--- config.mk ---
export PLATFORM = sky130hd
export DESIGN_NAME = div_issue_queue
export DESIGN_NICKNAME = d
export VERILOG_FILES = /design/src/rtl/div_issue_queue.sv
export SDC_FILE = /design/constraint.sdc
export NUM_CORES = 1
export LEC_CHECK = 0
export CAP_MARGIN = 0
export CORE_ASPECT_RATIO = 1.75
export CORE_UTILIZATION = 30
export DETAILED_ROUTE_END_ITERATION = 16
export GPL_TIMING_DRIVEN = 0
export SLEW_MARGIN = 10
export SYNTH_ARGS = -nofsm -noshare
export SYNTH_HDL_FRONTEND = slang
export SYNTH_SLANG_ARGS = --single-unit
--- constraint.sdc ---
create_clock -name clk -period 2.17 [get_ports clk]
set_input_delay 0.434 -clock clk [delete_from_list [all_inputs] [get_ports clk]]
set_output_delay 0.434 -clock clk [all_outputs]
set_load 0.1 [all_outputs]
--- src/rtl/div_issue_queue.sv ---
// Issue queue in front of a combinational divider: buffers operand pairs, issues one at a time,
// resolves divide-by-zero locally and holds each result until downstream accepts it.
module div_issue_queue #(
    parameter int N     = 4,
    parameter int DEPTH = 4
) (
    input  logic                     clk,
    input  logic                     rst_n,
    input  logic                     in_valid,
    output logic                     in_ready,
    input  logic [N-1:0]             in_a,
    input  logic [N-1:0]             in_b,
    output logic                     div_start,
    output logic [N-1:0]             div_a,
    output logic [N-1:0]             div_b,
    input  logic [N-1:0]             div_m,
    input  logic [N-1:0]             div_r,
    input  logic                     div_valid,
    output logic                     out_valid,
    input  logic                     out_ready,
    output logic [N-1:0]             out_q,
    output logic [N-1:0]             out_r,
    output logic                     out_dz,
    output logic [$clog2(DEPTH):0]   count
);

    localparam int PW = $clog2(DEPTH);
    localparam int CW = PW + 1;

    typedef enum logic [1:0] {
        IDLE,
        ISSUE,
        DONE
    } state_t;

    state_t          state_q, state_d;
    logic [N-1:0]    memA_q [DEPTH];
    logic [N-1:0]    memB_q [DEPTH];
    logic [PW-1:0]   wrPtr_q, rdPtr_q;
    logic [CW-1:0]   count_q;
    logic [N-1:0]    opA_q, opB_q;
    logic [N-1:0]    resQ_q, resR_q;
    logic            resDz_q;

    logic            push, pop, capture;
    logic [N-1:0]    capQ, capR;
    logic            capDz;

    assign in_ready  = (count_q < CW'(DEPTH));
    assign push      = in_valid && in_ready;
    assign div_start = (state_q == ISSUE) && (opB_q != '0);
    assign div_a     = opA_q;
    assign div_b     = opB_q;
    assign out_valid = (state_q == DONE);
    assign out_q     = resQ_q;
    assign out_r     = resR_q;
    assign out_dz    = resDz_q;
    assign count     = count_q;

    always_ff @(posedge clk) begin
        if (push) begin
            memA_q[wrPtr_q] <= in_a;
            memB_q[wrPtr_q] <= in_b;
        end
    end

    // Pop decisions look only at pre-edge occupancy, so a fresh push is never bypassed.
    always_ff @(posedge clk or negedge rst_n) begin
        if (!rst_n) begin
            wrPtr_q <= '0;
            rdPtr_q <= '0;
            count_q <= '0;
        end else begin
            if (push) wrPtr_q <= wrPtr_q + PW'(1);
            if (pop)  rdPtr_q <= rdPtr_q + PW'(1);
            case ({push, pop})
                2'b10:   count_q <= count_q + CW'(1);
                2'b01:   count_q <= count_q - CW'(1);
                default: count_q <= count_q;
            endcase
        end
    end

    always_comb begin
        state_d = state_q;
        pop     = 1'b0;
        capture = 1'b0;
        capQ    = div_m;
        capR    = div_r;
        capDz   = 1'b0;
        case (state_q)
            IDLE: begin
                if (count_q != '0) begin
                    pop     = 1'b1;
                    state_d = ISSUE;
                end
            end
            ISSUE: begin
                if (opB_q == '0) begin
                    capture = 1'b1;
                    capQ    = '1;
                    capR    = opA_q;
                    capDz   = 1'b1;
                    state_d = DONE;
                end else if (div_valid) begin
                    capture = 1'b1;
                    state_d = DONE;
                end
            end
            DONE: begin
                if (out_ready) begin
                    if (count_q != '0) begin
                        pop     = 1'b1;
                        state_d = ISSUE;
                    end else begin
                        state_d = IDLE;
                    end
                end
            end
            default: state_d = IDLE;
        endcase
    end

    always_ff @(posedge clk or negedge rst_n) begin
        if (!rst_n) begin
            state_q <= IDLE;
            opA_q   <= '0;
            opB_q   <= '0;
            resQ_q  <= '0;
            resR_q  <= '0;
            resDz_q <= 1'b0;
        end else begin
            state_q <= state_d;
            if (pop) begin
                opA_q <= memA_q[rdPtr_q];
                opB_q <= memB_q[rdPtr_q];
            end
            if (capture) begin
                resQ_q  <= capQ;
                resR_q  <= capR;
                resDz_q <= capDz;
            end
        end
    end

endmodule
==> reports/qor.csv <==
stage,metric,value,unit
outcome,status,completed,
place,IO Port Bufs,43,
drt,Via-to-Cell Ratio,4.64,
worst_setup_path,slowest CP cell,or4_4,
global_route,largest net degree at the start of global routing,27,
cts,clk slew on worst S/H paths,0.05,ns
die,FP Rows,42,
place,GPL Wtd Cong,0.742,
sta,RSZ-0062 raised after global routing,no,
global_route,via count of the first global-routing pass,1468,
global_route,grt met2 use,20.4,%
yosys,Syn Inst Count,138,
yosys,Synth area leader,edfxtp_1,
sta,Slew Limit Headroom,35.2,%
die,Chip Width,69.1,um
worst_setup_path,"Buf+Inv Stages, Crit Path",1,
sta,Max Fclk,0.470,GHz
global_route,met1 Usage GRT,12.0,%
drt,DRC violations left,0,
sta,final setup violation count,0,
worst_setup_path,Critical Path Sink Type,output pin,
worst_setup_path,Reg-to-Reg End,count[2],
cells_and_area,synth-to-layout area growth,37.1,%
cells_and_area,Diodes inserted,0,
worst_setup_path,Crit path required time,1.74,ns
drt,drt pass-1 iters,4,
drt,final WL,4280,um
drt,drt first-iter violations,49,
yosys,Syn Std Cell Area,0.00236,mm^2
worst_setup_path,FF-to-FF path depth,9,
global_route,first-pass GRT wire length,7270,um
yosys,Yosys warnings,0,
worst_setup_path,critical path type,reg2out,
yosys,Syn Area/Cell,17.1,um^2
run,max cap viols,0,
place,Post-DP HPWL,3140,um
yosys,post-synthesis cell type count,33,
die,Initial Utilization,31.0,%
worst_setup_path,CP Cell Sequence,or4_4 -> and2_2 -> buf_12,
yosys,post-synthesis register bit count,58,
global_route,total gr overflow,0,
die,Top-Level Pins,44,
cts,clock root buffer,clkbuf_16,
cts,CTS Buf Count,9,
worst_setup_path,Top Family by Delay on Critical Path,simple AND/OR/NAND/NOR gates,
cts,H-tree depth,3,
sta,final slew viol count,0,
die,standard cell core area,0.00762,mm^2
global_route,routing usage on met3,4.48,%
worst_setup_path,reg2reg setup slack,0.23,ns
min_path,Hold Crit Class,in2async,
worst_setup_path,CP Max Fanout,4,
cts,CTS Hold Bufs,0,
cts,CTS sink cnt,58,
worst_setup_path,launching element type of the critical path,flip-flop,
sta,fin crit share,98.1,%
sta,Final Hold Vio Count,0,
global_route,initial antenna violation count,0,
worst_setup_path,Max stage delay on crit path,0.55,ns
die,die area,0.00825,mm^2
yosys,post-synthesis sequential area ratio,68.2,%
cells_and_area,Final #Nets,222,
sta,clk_skew,0.00543,ns
worst_setup_path,Worst R2R Start,count[0],
global_route,Total GRT Usage,11.9,%
place,Post-Place Cells,269,
drt,total number of vias,1337,
yosys,syn_nets,165,
sta,Period minus WS final,2.13,ns
cells_and_area,non-filler instance count after layout,288,
cells_and_area,share of cells above drive strength 1,29.0,%
worst_setup_path,CP Data Arrival Time,1.70,ns
cts,TritonCTS clock tree,done,
cts,clk_lat worst skew,0.33,ns
yosys,synth top area cells,"edfxtp_1, dfrtp_1, mux4_2",
drt,routed len/inst,14.8,um
global_route,GR peak layer,met2,
die,DIE HEIGHT,119,um
sta,Slew @ Worst Pin,0.975,ns
yosys,Synth top area share,40.7,%
cts,CTS max path bufs,2,
drt,Routed Antenna Nets,0,
-- kinds of logic (layout without fill, tap and decap cells) --
| group | after synthesis | count (layout) | share of synthesized area (%) |
|---|---|---|---|
| xor+xnor | 6 | 6 | 2.22 |
| fa+ha+maj | 6 | 6 | 3.49 |
| compound gates | 18 | 18 | 6.51 |
| buf+inv | 15 | 77 | 2.96 |
| flops | 58 | 58 | 68.2 |
| simple gates | 18 | 18 | 4.76 |
| mux | 17 | 17 | 11.9 |
-- layout make-up --
type,count,area (um^2)
flip-flops and latches,58,1630
plain buffers,5,27.5
clock buffers,10,229
repair buffers,47,437
inverters,9,33.8
well taps,88,110
clock inverters,6,81.3
fillers,691,4380
multi-input cells,65,694
-- layout by cell type, fill, tap and decap left out, types with 2 or more instances in the layout --
cell type,count
and2_1,4
o22a_2,2
nor3_2,2
o22ai_1,4
o22a_1,2
ha_1,5
a2bb2oi_1,4
inv_1,9
dfrtp_1,19
dfrtp_2,4
edfxtp_1,32
clkinv_2,2
buf_2,2
dfrtp_4,3
nor2b_1,3
a21o_1,2
dlygate4sd2_1,20
clkbuf_16,9
nand2_1,2
mux4_2,8
xor2_1,3
mux2_2,8
clkdlybuf4s50_1,19
clkbuf_1,3
xnor2_1,3
bufinv_16,2
buf_4,6
-- registers in the layout, summed over array words and instances (netlist names) --
signal and cells:
rdPtr_q 2, out_dz 1, div_b 4, out_q 4, state_q 2, wrPtr_q 2
div_a 4, out_r 4, memA_q 16, memB_q 16, count 3
-- through the flow --
stage	TNS, ns	util, %	setup slack, ns	cell area [um^2]	hold slack (ns)
finish	0	42.5	0.0410	3240	0.0997
global route	0	42.5	0.00620	3240	0.154
CTS	-0.0886	42.3	-0.0886	3230	0.474
detailed placement	-1.19	38.5	-0.515	2930	0.469
global placement	-1.12	38.5	-0.500	2930	0.459
floorplan	-0.0485	-	-0.0485	2390	0.138
-- per-layer routing --
metal,share of wire (%),wire [um]
met1,38,1630
met2,53,2280
met3,5.4,229
met4,3.0,130
met5,0,0
-- how the worst max path moves through the flow --
stage,endpoint,startpoint,cells after the start
2_1_floorplan,count[2],count[0],9
3_3_place_gp,div_start,div_b[1],4
6_report,div_start,div_b[2],3
3_5_place_dp,div_start,div_b[1],4
4_1_cts,div_start,div_b[1],4
5_1_grt,div_start,div_b[2],3
-- timing repair --
item,4_1_cts,5_1_grt
endpoints found under the setup margin,24,3
gates resized for setup,32,4
cloned,0,0
setup buffers,1,3
pin swaps,0,1
-- synthesized netlist by cell type (all sizes together) --
master / instances
dfrtp: 26
mux2i: 1
and2: 5
nor3: 2
mux2: 8
fa: 1
o22ai: 4
o41ai: 1
buf: 4
nor2: 1
mux4: 8
or4: 1
a2bb2oi: 4
xor2: 3
nand3: 1
and2b: 1
nor4b: 1
nand2: 2
o21ai: 1
a21o: 3
xnor2: 3
ha: 5
inv: 9
nor2b: 4
o22a: 4
edfxtp: 32
a21boi: 1
clkbuf: 2
Power is left out: the tool's default activity adds up to more than one toggle a clock period on the data nets, which glitch-free logic cannot reach.
